[src/rtl/fp_accum_seq.sv]
// fp_accum_seq
// ----------------------------------------------------------------------------
// Reduces a frame of N streamed IEEE-754 operands to one sum. The block uses an
// external pipelined FP adder and feeds each adder result back as the next left
// operand. Zero operands are absorbed locally because the adder has no zero
// special case. They either leave the accumulator unchanged or are replaced by
// the first non-zero operand. The frame sum is presented with a one-cycle
// out_valid pulse, and out_data holds that value until the next result.
//
// Optional feature: define FP_ACC_OVF_EN to build the sticky overflow detector.
// With the macro undefined, ovf is tied low and no detection logic exists.
//
// Ports
//   clk        in   system clock, rising edge
//   rst        in   asynchronous active-high reset
//   start      in   one-cycle frame start pulse, sampled only in IDLE
//   frame_len  in   operand count N, latched on start
//   in_data    in   operand
//   in_valid   in   operand present
//   in_ready   out  operand accepted when in_valid && in_ready
//   add_in1    out  adder operand A (accumulator)
//   add_in2    out  adder operand B (latched operand)
//   add_start  out  one-cycle adder start pulse
//   add_busy   in   adder busy; no start is issued while high
//   add_valid  in   adder result-valid pulse
//   add_out    in   adder result
//   busy       out  frame in progress
//   out_valid  out  one-cycle result pulse
//   out_data   out  frame sum, held until the next result
//   ovf        out  sticky overflow flag
// ----------------------------------------------------------------------------
module fp_accum_seq #(
  parameter int exponent = 8,
  parameter int mantissa = 23,
  parameter int LEN_W    = 8
) (
  input  logic                           clk,
  input  logic                           rst,
  input  logic                           start,
  input  logic [LEN_W-1:0]               frame_len,
  input  logic [exponent+mantissa:0]     in_data,
  input  logic                           in_valid,
  output logic                           in_ready,
  output logic [exponent+mantissa:0]     add_in1,
  output logic [exponent+mantissa:0]     add_in2,
  output logic                           add_start,
  input  logic                           add_busy,
  input  logic                           add_valid,
  input  logic [exponent+mantissa:0]     add_out,
  output logic                           busy,
  output logic                           out_valid,
  output logic [exponent+mantissa:0]     out_data,
  output logic                           ovf
);

  localparam int W = exponent + mantissa + 1;
  localparam logic [LEN_W-1:0] LEN_ONE = LEN_W'(1);

  typedef enum logic [2:0] {
    IDLE     = 3'd0,
    WAIT_OP  = 3'd1,
    ISSUE    = 3'd2,
    WAIT_ADD = 3'd3,
    DONE     = 3'd4
  } state_t;

  // The sign bit is ignored, so +0 and -0 are both treated as zero.
  function automatic logic is_zero(input logic [W-1:0] v);
    return (v[W-2:0] == '0);
  endfunction

  state_t           state_q, state_d;
  logic [W-1:0]     acc_q, acc_d;
  logic [W-1:0]     op_reg_q, op_reg_d;
  logic [LEN_W-1:0] remaining_q, remaining_d;
  logic [W-1:0]     out_data_q, out_data_d;
  logic             out_valid_q, out_valid_d;

  // These outputs decode directly from the state register.
  assign in_ready  = (state_q == WAIT_OP);
  assign busy      = (state_q != IDLE);
  assign add_start = (state_q == ISSUE) && !add_busy;
  assign add_in1   = acc_q;
  assign add_in2   = op_reg_q;
  assign out_valid = out_valid_q;
  assign out_data  = out_data_q;

  // Next-state and datapath update for the frame sequencer.
  always_comb begin
    state_d     = state_q;
    acc_d       = acc_q;
    op_reg_d    = op_reg_q;
    remaining_d = remaining_q;
    out_data_d  = out_data_q;
    out_valid_d = 1'b0;
    case (state_q)
      IDLE: begin
        if (start) begin
          acc_d = '0;
          if (frame_len != '0) begin
            remaining_d = frame_len;
            state_d     = WAIT_OP;
          end else begin
            state_d = DONE;
          end
        end else begin
          state_d = IDLE;
        end
      end
      WAIT_OP: begin
        if (in_valid) begin
          remaining_d = remaining_q - LEN_ONE;
          if (!is_zero(in_data) && !is_zero(acc_q)) begin
            op_reg_d = in_data;
            state_d  = ISSUE;
          end else begin
            // A zero operand is dropped. Otherwise, a zero accumulator takes
            // the operand as-is. Neither case needs the adder.
            if (!is_zero(in_data)) begin
              acc_d = in_data;
            end else begin
              acc_d = acc_q;
            end
            if (remaining_q == LEN_ONE) begin
              state_d = DONE;
            end else begin
              state_d = WAIT_OP;
            end
          end
        end else begin
          state_d = WAIT_OP;
        end
      end
      ISSUE: begin
        if (!add_busy) begin
          state_d = WAIT_ADD;
        end else begin
          state_d = ISSUE;
        end
      end
      WAIT_ADD: begin
        if (add_valid) begin
          acc_d = add_out;
          if (remaining_q == '0) begin
            state_d = DONE;
          end else begin
            state_d = WAIT_OP;
          end
        end else begin
          state_d = WAIT_ADD;
        end
      end
      DONE: begin
        out_data_d  = acc_q;
        out_valid_d = 1'b1;
        state_d     = IDLE;
      end
      default: begin
        state_d = IDLE;
      end
    endcase
  end

  // State and datapath registers.
  always_ff @(posedge clk or posedge rst) begin
    if (rst) begin
      state_q     <= IDLE;
      acc_q       <= '0;
      op_reg_q    <= '0;
      remaining_q <= '0;
      out_data_q  <= '0;
      out_valid_q <= 1'b0;
    end else begin
      state_q     <= state_d;
      acc_q       <= acc_d;
      op_reg_q    <= op_reg_d;
      remaining_q <= remaining_d;
      out_data_q  <= out_data_d;
      out_valid_q <= out_valid_d;
    end
  end

`ifdef FP_ACC_OVF_EN
  // An exponent field of all ones means infinity or NaN.
  function automatic logic exp_all_ones(input logic [W-1:0] v);
    return &v[W-2:mantissa];
  endfunction

  logic ovf_q, ovf_d;

  // Sticky overflow: cleared by an accepted start, and set by an accepted
  // operand or an accepted adder result whose exponent field is all ones.
  always_comb begin
    ovf_d = ovf_q;
    if ((state_q == IDLE) && start) begin
      ovf_d = 1'b0;
    end else if ((state_q == WAIT_OP) && in_valid && exp_all_ones(in_data)) begin
      ovf_d = 1'b1;
    end else if ((state_q == WAIT_ADD) && add_valid && exp_all_ones(add_out)) begin
      ovf_d = 1'b1;
    end else begin
      ovf_d = ovf_q;
    end
  end

  // Overflow flag register.
  always_ff @(posedge clk or posedge rst) begin
    if (rst) begin
      ovf_q <= 1'b0;
    end else begin
      ovf_q <= ovf_d;
    end
  end

  assign ovf = ovf_q;
`else
  assign ovf = 1'b0;
`endif

endmodule

[config.mk]
export PLATFORM = sky130hd
export DESIGN_NAME = fp_accum_seq
export DESIGN_NICKNAME = d
export VERILOG_FILES = /design/src/rtl/fp_accum_seq.sv
export SDC_FILE = /design/constraint.sdc
export NUM_CORES = 1
export LEC_CHECK = 0
export ABC_AREA = 1
export CORE_ASPECT_RATIO = 2
export CORE_MARGIN = 2
export CORE_UTILIZATION = 35
export DETAILED_ROUTE_END_ITERATION = 10
export DONT_BUFFER_PORTS = 1
export PLACE_DENSITY = 0.61
export REMOVE_ABC_BUFFERS = 1
export SETUP_SLACK_MARGIN = 0.2
export SYNTH_ARGS = -nofsm -noshare
export SYNTH_HDL_FRONTEND = slang
export SYNTH_SLANG_ARGS = --single-unit
[constraint.sdc]
create_clock -name clk -period 3.3 [get_ports clk]
set_input_delay 0.495 -clock clk [delete_from_list [all_inputs] [get_ports clk]]
set_output_delay 0.495 -clock clk [all_outputs]
set_load 0.005 [all_outputs]
==> results by stage <==
Yosys:
- Each instance of the synthesized netlist takes up on average 7.65 um2.
- After synthesis, the netlist uses 28 different library cells.
- sky130_fd_sc_hd__dfrtp_1 takes more of the synthesized area than any other cell.
- The area of the mapped netlist is 5130 um2.
- In the post-synthesis netlist, the biggest area contributors are sky130_fd_sc_hd__dfrtp_1, sky130_fd_sc_hd__nand2_1, sky130_fd_sc_hd__o21ai_0.
- The share of the yosys chip area belonging to registers is 52.6%.
- The area fraction of the dominant cell type after synthesis is 52.6%.
- The count of synthesis-stage warnings from yosys is 0.
- After technology mapping, the gate count stands at 671.
- The register bit count reported by yosys is 108.
- The dominant register cell in the synthesized netlist is sky130_fd_sc_hd__dfrtp_1.
- Counting flops with an async set or reset pin after synthesis yields a share of 100%.
- By count the netlist is led by sky130_fd_sc_hd__nand2_1, sky130_fd_sc_hd__dfrtp_1, sky130_fd_sc_hd__inv_1, sky130_fd_sc_hd__o21ai_0, sky130_fd_sc_hd__nand3_1.
- In this run, synthesis inferred 0 flip-flops with an integrated enable.
- The most frequent cell after synthesis is sky130_fd_sc_hd__nand2_1.

Final layout:
- The count of cells in the finished layout, fillers not included, comes to 856.
- At the end of the flow, the number of nets in the layout was 740.
- The final instance area is 5580 um2.
- The layout has 1,502 filler cells.
- The area of all sequential standard cells is 2700 um2.
- 0 antenna diodes ended up in the layout.
- The fraction of final layout cells with drive strength greater than 1 is 6.02%.
- Compared with the post-synthesis result, the final layout area differs by 8.73%.
- The multi-input gate area in the final layout is 2050 um2.

Power:
- The total power per unit cell area is 927 nW/um2.
- The share of power burned in registers is 42.4%.
- The clock network is responsible for 22.5% of the overall power.
- Combinational logic burns 35.1% of the power.
- The net switching component of the power is 2.25 mW.
- The leakage power total is 2.91 nW.
- Across the VDD grid, the largest voltage drop is 0.551 mV.
- The cell-internal power is 2.92 mW.
- Of the total power, the share spent switching nets is 43.6%.

Critical path:
- In this run the register-to-register setup slack is 0.90 ns.
- Along the worst path, the maximum fanout reaches 45.
- The startpoint kind of the worst setup timing path is a register.
- The depth of the most critical reg-to-reg path is 8.
- The worst endpoint data arrival time is 2.65 ns.
- The end of the worst register-to-register path is add_in1[16].
- The worst register-to-register path begins at state_q[2].
- The critical path endpoint category is a register.
- The critical path required time is 3.55 ns.
- The kind of critical path is register to register.

Global routing:
- The global-route wire length before repair is 23.1 mm.
- The number of antenna violations at the first check in global routing came to 0.
- Entering global routing, the biggest net connects 89 pins.
- The total overflow left after global routing is 0.
- The via count of the first global-routing pass was 4,277.
- The total routing resource utilization after global routing is 19.4%.

Drt:
- The number of detailed-route iterations in the first pass is 5.
- The final antenna-violating net count is 0.
- In the routed design, unresolved DRC markers number 0.
- After detailed routing, the number of vias per cell comes to 4.98.
- The number of violations reported at the end of detailed-routing iteration 0 is 257.
- The count of vias placed by the detailed router is 4,267.
- The mean routed wirelength per cell is 17.2 um.
- The post-detailed-routing wire length is 14.7 mm.

Clocking:
- The number of clock buffers inserted by TritonCTS is 9.
- The cell chosen for the clock root is sky130_fd_sc_hd__clkbuf_16.
- Once the clock tree was built, the setup fixing pass inserted 0 buffers.
- Clock latency on the worst-skew pair, taken at its later pin, is 0.36 ns.
- The number of sinks handled by clock tree synthesis is 108.
- The longest clock path from root to sink contains 2 buffers.
- Hold repair after CTS inserted 0 buffers.
- The CTS tree is built.
- After clock tree synthesis, the repair step resized 0 gates.
- The clock slew seen by the registers of the worst setup and hold paths is 0.08 ns.
- The number of levels the H-tree was split into is 3.

Run:
- The number of maximum-capacitance violations is 0.

Die:
- The floorplan has 62 rows.
- The die is 89.6 um wide.
- In this run the vertical extent of the chip is 175 um.
- The initial core utilization is 35.8%.
- Pin placement for this block handled 179 I/O pins.
- The floorplan step defined a die boundary enclosing 15,700 um2.
- The area of the core region is 14,400 um2.

STA:
- In this run the tightest slew margin relative to its limit is 24.8%.
- The transition time of the tightest slew-check pin is 1.13 ns.
- On the final layout, the worst clock skew is 0.0105 ns.
- The achievable clock frequency is 0.417 GHz.
- Of the available clock period, the critical path in the final layout requires 72.7%.
- The final number of max-transition violations is 0.
- The post-layout minimum cycle time is 2.40 ns.
- The final count of hold timing violations was 0.
- Setup repair after global routing left no endpoint under its margin.
- Setup violations remaining at the end of the flow were counted as 0.

Place:
- The quantity of I/O buffers inserted on ports is 0.
- The sum of net half-perimeters after detailed placement is 11.2 mm.
- The post-placement cell count is 840.
- The final weighted congestion of routability-driven global placement is 0.914.
- The placed standard-cell area is 5270 um2.

Worst hold path:
- The type of the tightest min-delay check is primary input to async pin.

Outcome:
- The run finished with clean final reports.
placed cells by master, fill, tap and decap left out:
master                      instances
sky130_fd_sc_hd__nand2_1          283
sky130_fd_sc_hd__dfrtp_1          108
sky130_fd_sc_hd__inv_1             52
sky130_fd_sc_hd__o21ai_0           45
sky130_fd_sc_hd__nand3_1           43
sky130_fd_sc_hd__nor2_1            41
sky130_fd_sc_hd__o21ai_1           38
sky130_fd_sc_hd__clkbuf_16          9
sky130_fd_sc_hd__buf_4              8
sky130_fd_sc_hd__or2_2              5
sky130_fd_sc_hd__inv_6              4
sky130_fd_sc_hd__nand4_1            3
sky130_fd_sc_hd__ha_1               3
sky130_fd_sc_hd__inv_2              2
sky130_fd_sc_hd__inv_4              2
sky130_fd_sc_hd__nand2_2            2
sky130_fd_sc_hd__xor2_1             2
sky130_fd_sc_hd__inv_8              2
sky130_fd_sc_hd__nor3_4             1
sky130_fd_sc_hd__o21ai_2            1
sky130_fd_sc_hd__clkinv_1           1
sky130_fd_sc_hd__nor2_4             1
sky130_fd_sc_hd__xnor2_1            1
sky130_fd_sc_hd__nor2_2             1
sky130_fd_sc_hd__nand3_2            1
sky130_fd_sc_hd__nor3b_1            1
sky130_fd_sc_hd__a21oi_1            1
sky130_fd_sc_hd__nor3_1             1
sky130_fd_sc_hd__conb_1             1
sky130_fd_sc_hd__bufinv_16          1
power by group through the flow:
stage	logic, mW	registers (mW)	clock network [mW]
2_1_floorplan	1.35	2.06	0
3_3_place_gp	1.77	2.21	0
3_5_place_dp	1.83	2.22	0
4_1_cts	1.84	2.20	1.20
5_1_grt	2.12	2.25	1.24
6_report	1.81	2.19	1.17
cell type report:
| class | instances | area share [%] |
|---|---|---|
| clock buffers | 9 | 4.03 |
| clock inverters | 7 | 1.57 |
| inverters | 57 | 3.92 |
| multi-input cells | 475 | 36.7 |
| flip-flops and latches | 108 | 48.4 |
| well taps | 192 | 4.30 |
| repair buffers | 8 | 1.08 |
metrics by stage:
| step | setup TNS (ns) | worst slack, ns | hold slack (ns) | utilization [%] | power [mW] |
|---|---|---|---|---|---|
| finish | 0 | 0.902 | 0.245 | 38.9 | 5.17 |
| global route | 0 | 0.648 | 0.319 | 38.9 | 5.61 |
| CTS | 0 | 0.885 | 0.293 | 38.9 | 5.24 |
| detailed placement | 0 | 0.888 | 0.494 | 36.7 | 4.06 |
| global placement | 0 | 0.896 | 0.488 | 36.7 | 3.99 |
| floorplan | -4.38 | -0.0406 | 0.464 | - | 3.41 |
registers in the layout, indices dropped and copies added (netlist names):
name,count
add_in1,32
add_in2,32
out_data,32
out_valid,1
remaining_q,8
state_q,3
worst max-delay path by stage:
stage	from	to	slack (ns)	cells after the start
after global placement	in_data[20]	add_in1[23]	0.90	12
after CTS	state_q[2]	add_in1[16]	0.88	8
after floorplan	rst	add_in1[0]	-0.04	1
final	state_q[2]	add_in1[16]	0.90	8
after detailed placement	in_data[20]	add_in1[16]	0.89	12
after global routing	state_q[2]	add_in1[1]	0.65	8
critical path: stages, from the launching register on:
cell and delay, ns:
sky130_fd_sc_hd__dfrtp_1 0.43, sky130_fd_sc_hd__nor3_4 0.54, sky130_fd_sc_hd__inv_4 0.31, sky130_fd_sc_hd__nand2_1 0.17, sky130_fd_sc_hd__o21ai_1 0.10, sky130_fd_sc_hd__nor2_4 0.12
sky130_fd_sc_hd__nand2_2 0.35, sky130_fd_sc_hd__nand2_1 0.18, sky130_fd_sc_hd__nand2_1 0.07
layer usage:
metal  global-route usage, %  vias to the layer above  part of all wire (%)
met1                    22.2                     2016                    37
met2                    34.0                      151                    55
met3                    3.38                       30                   5.4
met4                    8.71                        0                   3.4
met5                       0                        -                     0
li1                        -                     2070                     -
logic make-up after synthesis:
family	Yosys count	synth area share, %
xor+xnor	3	0.512
buf+inv	88	7.58
other cells	1	0.0730
simple gates	383	30.1
flops	108	52.6
fa+ha+maj	3	0.731
compound gates	85	8.36
No activity file was read; power rests on OpenSTA's default activity.
